<file path="src/rtl/strand_loader.sv">
// strand_loader
//   Feeds the recursion stage. Bits of a received read arrive one at a time on a
//   valid/ready stream. The loader packs each read into a DATA_WIDTH-bit strand and
//   records its length. Up to DEPTH finished reads wait in a FIFO. Each buffered read
//   gets one recursion launch. Its strand and length stay stable until the recursion
//   reports done. The read is then popped.
// Ports
//   clk, rst         clock, asynchronous active-high reset
//   in_bit/valid/last/ready  serial read stream (in_last marks the final bit of a read)
//   strand, N        FIFO head: packed read (bit 0 first received) and its length
//   start_recursion  one-cycle launch pulse
//   done             recursion finished (level)
//   busy             a recursion is in flight
//   overflow_err     sticky: some read was longer than DATA_WIDTH
//   strands_done     completed recursions, wrapping 16-bit count
module strand_loader #(
  parameter int DATA_WIDTH = 6,
  parameter int DEPTH      = 4
) (
  input  logic                  clk,
  input  logic                  rst,
  input  logic                  in_bit,
  input  logic                  in_valid,
  input  logic                  in_last,
  output logic                  in_ready,
  output logic [DATA_WIDTH-1:0] strand,
  output logic [31:0]           N,
  output logic                  start_recursion,
  input  logic                  done,
  output logic                  busy,
  output logic                  overflow_err,
  output logic [15:0]           strands_done
);

  localparam int LW = $clog2(DATA_WIDTH + 1);
  localparam int PW = $clog2(DEPTH);
  localparam int CW = PW + 1;

  typedef enum logic [2:0] {
    S_IDLE    = 3'd0,
    S_LAUNCH  = 3'd1,
    S_ARM     = 3'd2,
    S_WAIT    = 3'd3,
    S_RELEASE = 3'd4
  } state_t;

  state_t                state_q, state_d;
  logic [DATA_WIDTH-1:0] asm_q, asm_d, asm_full_s;
  logic [LW-1:0]         len_q, len_d, len_full_s;
  logic                  ovf_q, ovf_d;
  logic [DATA_WIDTH-1:0] fifo_data_q [DEPTH];
  logic [LW-1:0]         fifo_len_q  [DEPTH];
  logic [PW-1:0]         wr_ptr_q, rd_ptr_q;
  logic [CW-1:0]         count_q;
  logic [15:0]           done_cnt_q;

  logic accept_s, push_s, pop_s;

  // The full condition ignores a pop on the same edge, which keeps the ready path short.
  assign in_ready = (count_q < CW'(DEPTH));
  assign accept_s = in_valid && in_ready;
  assign push_s   = accept_s && in_last;
  assign pop_s    = (state_q == S_RELEASE);

  // Head of FIFO presented to the recursion stage; zero when nothing is buffered
  assign strand = (count_q != CW'(0)) ? fifo_data_q[rd_ptr_q] : '0;
  assign N      = (count_q != CW'(0)) ? 32'(fifo_len_q[rd_ptr_q]) : 32'd0;

  assign overflow_err = ovf_q;
  assign strands_done = done_cnt_q;

  // Assembly: place accepted bit at index len, drop bits beyond DATA_WIDTH
  always_comb begin
    asm_full_s = asm_q;
    len_full_s = len_q;
    asm_d      = asm_q;
    len_d      = len_q;
    ovf_d      = ovf_q;
    if (accept_s) begin
      if (len_q < LW'(DATA_WIDTH)) begin
        asm_full_s[len_q] = in_bit;
        len_full_s        = len_q + LW'(1);
      end else begin
        ovf_d = 1'b1;
      end
      // The word that includes the last bit goes to the FIFO, and assembly restarts
      if (in_last) begin
        asm_d = '0;
        len_d = '0;
      end else begin
        asm_d = asm_full_s;
        len_d = len_full_s;
      end
    end
  end

  // Assembly and sticky overflow registers
  always_ff @(posedge clk or posedge rst) begin
    if (rst) begin
      asm_q <= '0;
      len_q <= '0;
      ovf_q <= 1'b0;
    end else begin
      asm_q <= asm_d;
      len_q <= len_d;
      ovf_q <= ovf_d;
    end
  end

  // FIFO storage, pointers and occupancy; push and pop on the same edge cancel in count
  always_ff @(posedge clk or posedge rst) begin
    if (rst) begin
      for (int i = 0; i < DEPTH; i++) begin
        fifo_data_q[i] <= '0;
        fifo_len_q[i]  <= '0;
      end
      wr_ptr_q <= '0;
      rd_ptr_q <= '0;
      count_q  <= '0;
    end else begin
      if (push_s) begin
        fifo_data_q[wr_ptr_q] <= asm_full_s;
        fifo_len_q[wr_ptr_q]  <= len_full_s;
        wr_ptr_q              <= wr_ptr_q + PW'(1);
      end
      if (pop_s) begin
        rd_ptr_q <= rd_ptr_q + PW'(1);
      end
      case ({push_s, pop_s})
        2'b10:   count_q <= count_q + CW'(1);
        2'b01:   count_q <= count_q - CW'(1);
        default: count_q <= count_q;
      endcase
    end
  end

  // FSM state register and completed-recursion counter
  always_ff @(posedge clk or posedge rst) begin
    if (rst) begin
      state_q    <= S_IDLE;
      done_cnt_q <= 16'd0;
    end else begin
      state_q <= state_d;
      if (pop_s) begin
        done_cnt_q <= done_cnt_q + 16'd1;
      end
    end
  end

  // FSM next state and decoded outputs; ARM exists only to mask a done left over from the previous run
  always_comb begin
    state_d         = state_q;
    start_recursion = 1'b0;
    busy            = 1'b1;
    case (state_q)
      S_IDLE: begin
        busy = 1'b0;
        if (count_q != CW'(0)) begin
          state_d = S_LAUNCH;
        end else begin
          state_d = S_IDLE;
        end
      end
      S_LAUNCH: begin
        start_recursion = 1'b1;
        state_d         = S_ARM;
      end
      S_ARM: begin
        state_d = S_WAIT;
      end
      S_WAIT: begin
        if (done) begin
          state_d = S_RELEASE;
        end else begin
          state_d = S_WAIT;
        end
      end
      S_RELEASE: begin
        state_d = S_IDLE;
      end
      default: begin
        busy    = 1'b0;
        state_d = S_IDLE;
      end
    endcase
  end

endmodule

</file>
<file path="config.mk">
export PLATFORM = sky130hd
export DESIGN_NAME = strand_loader
export DESIGN_NICKNAME = d
export VERILOG_FILES = /design/src/rtl/strand_loader.sv
export SDC_FILE = /design/constraint.sdc
export NUM_CORES = 1
export LEC_CHECK = 0
export ABC_AREA = 1
export BUFFER_PORTS_ARGS = -buffer_cell sky130_fd_sc_hd__buf_4
export CAP_MARGIN = 25
export CORE_UTILIZATION = 51
export CTS_CLUSTER_DIAMETER = 200
export DETAILED_ROUTE_END_ITERATION = 7
export PLACE_DENSITY_LB_ADDON = 0.08
export SKIP_LAST_GASP = 1
export SLEW_MARGIN = 20
export SYNTH_ARGS = -nofsm -noshare
export SYNTH_HDL_FRONTEND = slang
export SYNTH_SLANG_ARGS = --single-unit
</file>
<file path="constraint.sdc">
create_clock -name clk -period 2.1 [get_ports clk]
set_input_delay 0.42 -clock clk [delete_from_list [all_inputs] [get_ports clk]]
set_output_delay 0.42 -clock clk [all_outputs]
set_load 0.02 [all_outputs]
</file>
==> metrics.yaml <==
finClkSkew_ns: 0.00895
worstSetupPathType: "reg2out"
critPathArrivalTime_ns: 1.61
ys_ff_latch: 72
power_frac_seq_pct: 37.1
first_pass_iters: 4
critical_path_required_ns: 1.68
fin_util_pct: 60.5
power_frac_comb_pct: 40.5
rr_endpoint: "count_q[2]"
drt_iter0_markers: 170
clkPwrFrac_pct: 22.4
ys.warnings.count: 0
dp_hpwl_um: 5840
io_buffer_count: 34
ys_seq_area_share_pct: 46.2
multiInputGateArea_mm2: 0.00172
synthCells: 477
slew_viol_final: 0
cp_max_fo: 19
r2r_slack_ns: 0.23
end_kind: "primary output"
reg2regPathDepth: 9
cts_sinks: 72
antenna_found_initial: 0
hp-class: "in2async"
fp.dieW_um: 89.5
via_count: 2994
antenna_cells: 0
setup_viol: 0
grt_pass1_vias: 2774
hold_violations: 0
drc: 0
core_area_mm2: 0.00733
synth.avg_cell_area_um2: 8.18
powerDensity_mw_per_mm2: 1220
die_h_um: 89.5
p_leak_nw: 2.28
pin_count: 64
area.growth.synth_to_final_pct: 13.6
wl_per_cell_um: 12.6
r2r-start: "state_q[0]"
die_area_mm2: 0.00800
postRouteAntennaNets: 0
place_ws_ns: 0.181
register_area_mm2: 0.00180
power_switching_mw: 2.17
place_congestion: 0.824
final_nets: 534
grt_pass1_wl_um: 12900
relSlewSlack_pct: 62.6
synth.distinct_cells: 38
drt-total-wl_um: 7850
worstSetupStartpointType: "flop"
root_buffer: "clkbuf_8"
p_int_mw: 3.24
drive_above_1_share_pct: 18.5
clk_latency_ns: 0.34
worst_slack_ns: 0.0733
clockBufferDepth: 2
grt_max_degree: 28
htree_levels: 3
setup_tns_ns: 0
placementRows: 31
grtUsageTotal_pct: 21.7
min_period_ns: 2.03
clk_pin_slew_ns: 0.08
syn_area_mm2: 0.00390
grt_overflow: 0
nFillCells: 682
layout_commonest_cell: "nand2_1"
cts_tree: "built"
maxCapViolations: 0
period_share_pct: 96.5
tightest_slew_ns: 0.560
rsz0062_at_grt: "true"
outcome: "complete, no violations"
via_per_inst: 4.80
initial_utilization_pct: 53.2
most-common-layout-cells: "nand2_1, dfrtp_1, inv_1"
instances_no_fill: 624
cts_buffers: 9
post_cts_buffers: 0
peakVddDrop_mv: 0.647
whs_ns: 0.133
fmax_mhz: 493
placed_cells: 607
cts_hold_buf: 0
p_sw_share_pct: 40.1
[through the flow]
stage | area (um2) | total power, mW
detailed placement | 4200 | 4.22
finish | 4430 | 5.42
floorplan | 4010 | 3.53
global placement | 4200 | 4.16
global route | 4430 | 5.82
CTS | 4420 | 5.45
[worst max-delay path, stage by stage, from the launching register on]
cell     delay [ns]
dfrtp_1        0.37
buf_4          0.24
nor2_1         0.08
nor2_1         0.08
o21ai_0        0.08
a21oi_1        0.23
buf_4          0.18
[Yosys cell counts (all sizes together)]
master    n  area [um2]
a21oi    23         115
clkinv    4        15.0
nand2   141         564
conb      1        3.75
nor3b     1        7.51
a21boi    2        15.0
nor2     49         244
dfrtp    72        1800
o21bai    1        7.51
nand3b    1        7.51
clkbuf    2        7.51
o21a      1        7.51
o31ai     1        7.51
fa        1        20.0
and2      1        6.26
buf      36         260
o21ai    51         278
xnor2     3        26.3
nand3    10        72.6
xor2     12         113
nand4     1        6.26
nor3      4        30.0
ha        7        87.6
inv      52         198
[layer usage]
layer | vias to the layer above | share of wire, % | GRT usage [%]
met2 | 64 | 45 | 33.9
met4 | 0 | 2.5 | 10.5
met5 | - | 0 | 0
met1 | 1398 | 50 | 29.9
met3 | 16 | 2.8 | 3.05
li1 | 1516 | - | -
[flip-flops by register name, indices dropped and copies added, names as in the netlist]
name,cells
fifo_len_q,12
fifo_data_q,24
overflow_err,1
count_q,3
wr_ptr_q,2
len_q,3
rd_ptr_q,2
state_q,3
asm_q,6
strands_done,16
[power groups by stage]
| stage | Combinational, mW | Clock (mW) | Sequential, mW |
|---|---|---|---|
| final | 2.19 | 1.22 | 2.01 |
| after global routing | 2.47 | 1.29 | 2.06 |
| after CTS | 2.21 | 1.24 | 2.00 |
| after detailed placement | 2.20 | 0 | 2.02 |
| after global placement | 2.15 | 0 | 2.01 |
| after floorplan | 1.53 | 0 | 2.00 |
[timing repair]
item | CTS | global route
cloned | 0 | 1
endpoints found under the hold margin | 0 | 0
gates resized for setup | 1 | 3
setup endpoints to repair | 8 | 9
[final cells by class]
type	count	area share, %
multi-input combinational	339	38.9
timing repair inverter	1	0.169
timing repair buffer	41	7.51
tap	99	2.79
clock buffer	10	3.10
clock inverter	6	1.86
sequential	72	40.7
inverter	56	5.00
[cell families after synthesis]
family | count (synthesis) | synth area share, %
xor gates and xnor gates | 15 | 3.56
other | 1 | 0.0961
and+or+nand+nor | 208 | 24.1
DFF | 72 | 46.2
buffers and inverters | 94 | 12.3
adders and majority gates | 8 | 2.76
AOI/OAI and AO/OA | 79 | 11.0
[how the worst max path moves through the flow]
| stage | start | to | slack, ns | depth (start not counted) |
|---|---|---|---|---|
| final | rd_ptr_q[0] | strand[5] | 0.07 | 6 |
| after global placement | in_valid | count_q[2] | 0.21 | 10 |
| after floorplan | state_q[0] | count_q[2] | 0.28 | 9 |
| after global routing | rd_ptr_q[0] | N[0] | -0.03 | 6 |
| after detailed placement | in_valid | count_q[2] | 0.18 | 10 |
| after CTS | rd_ptr_q[1] | strand[5] | 0.07 | 5 |
No activity file was read; power rests on OpenSTA's default activity.
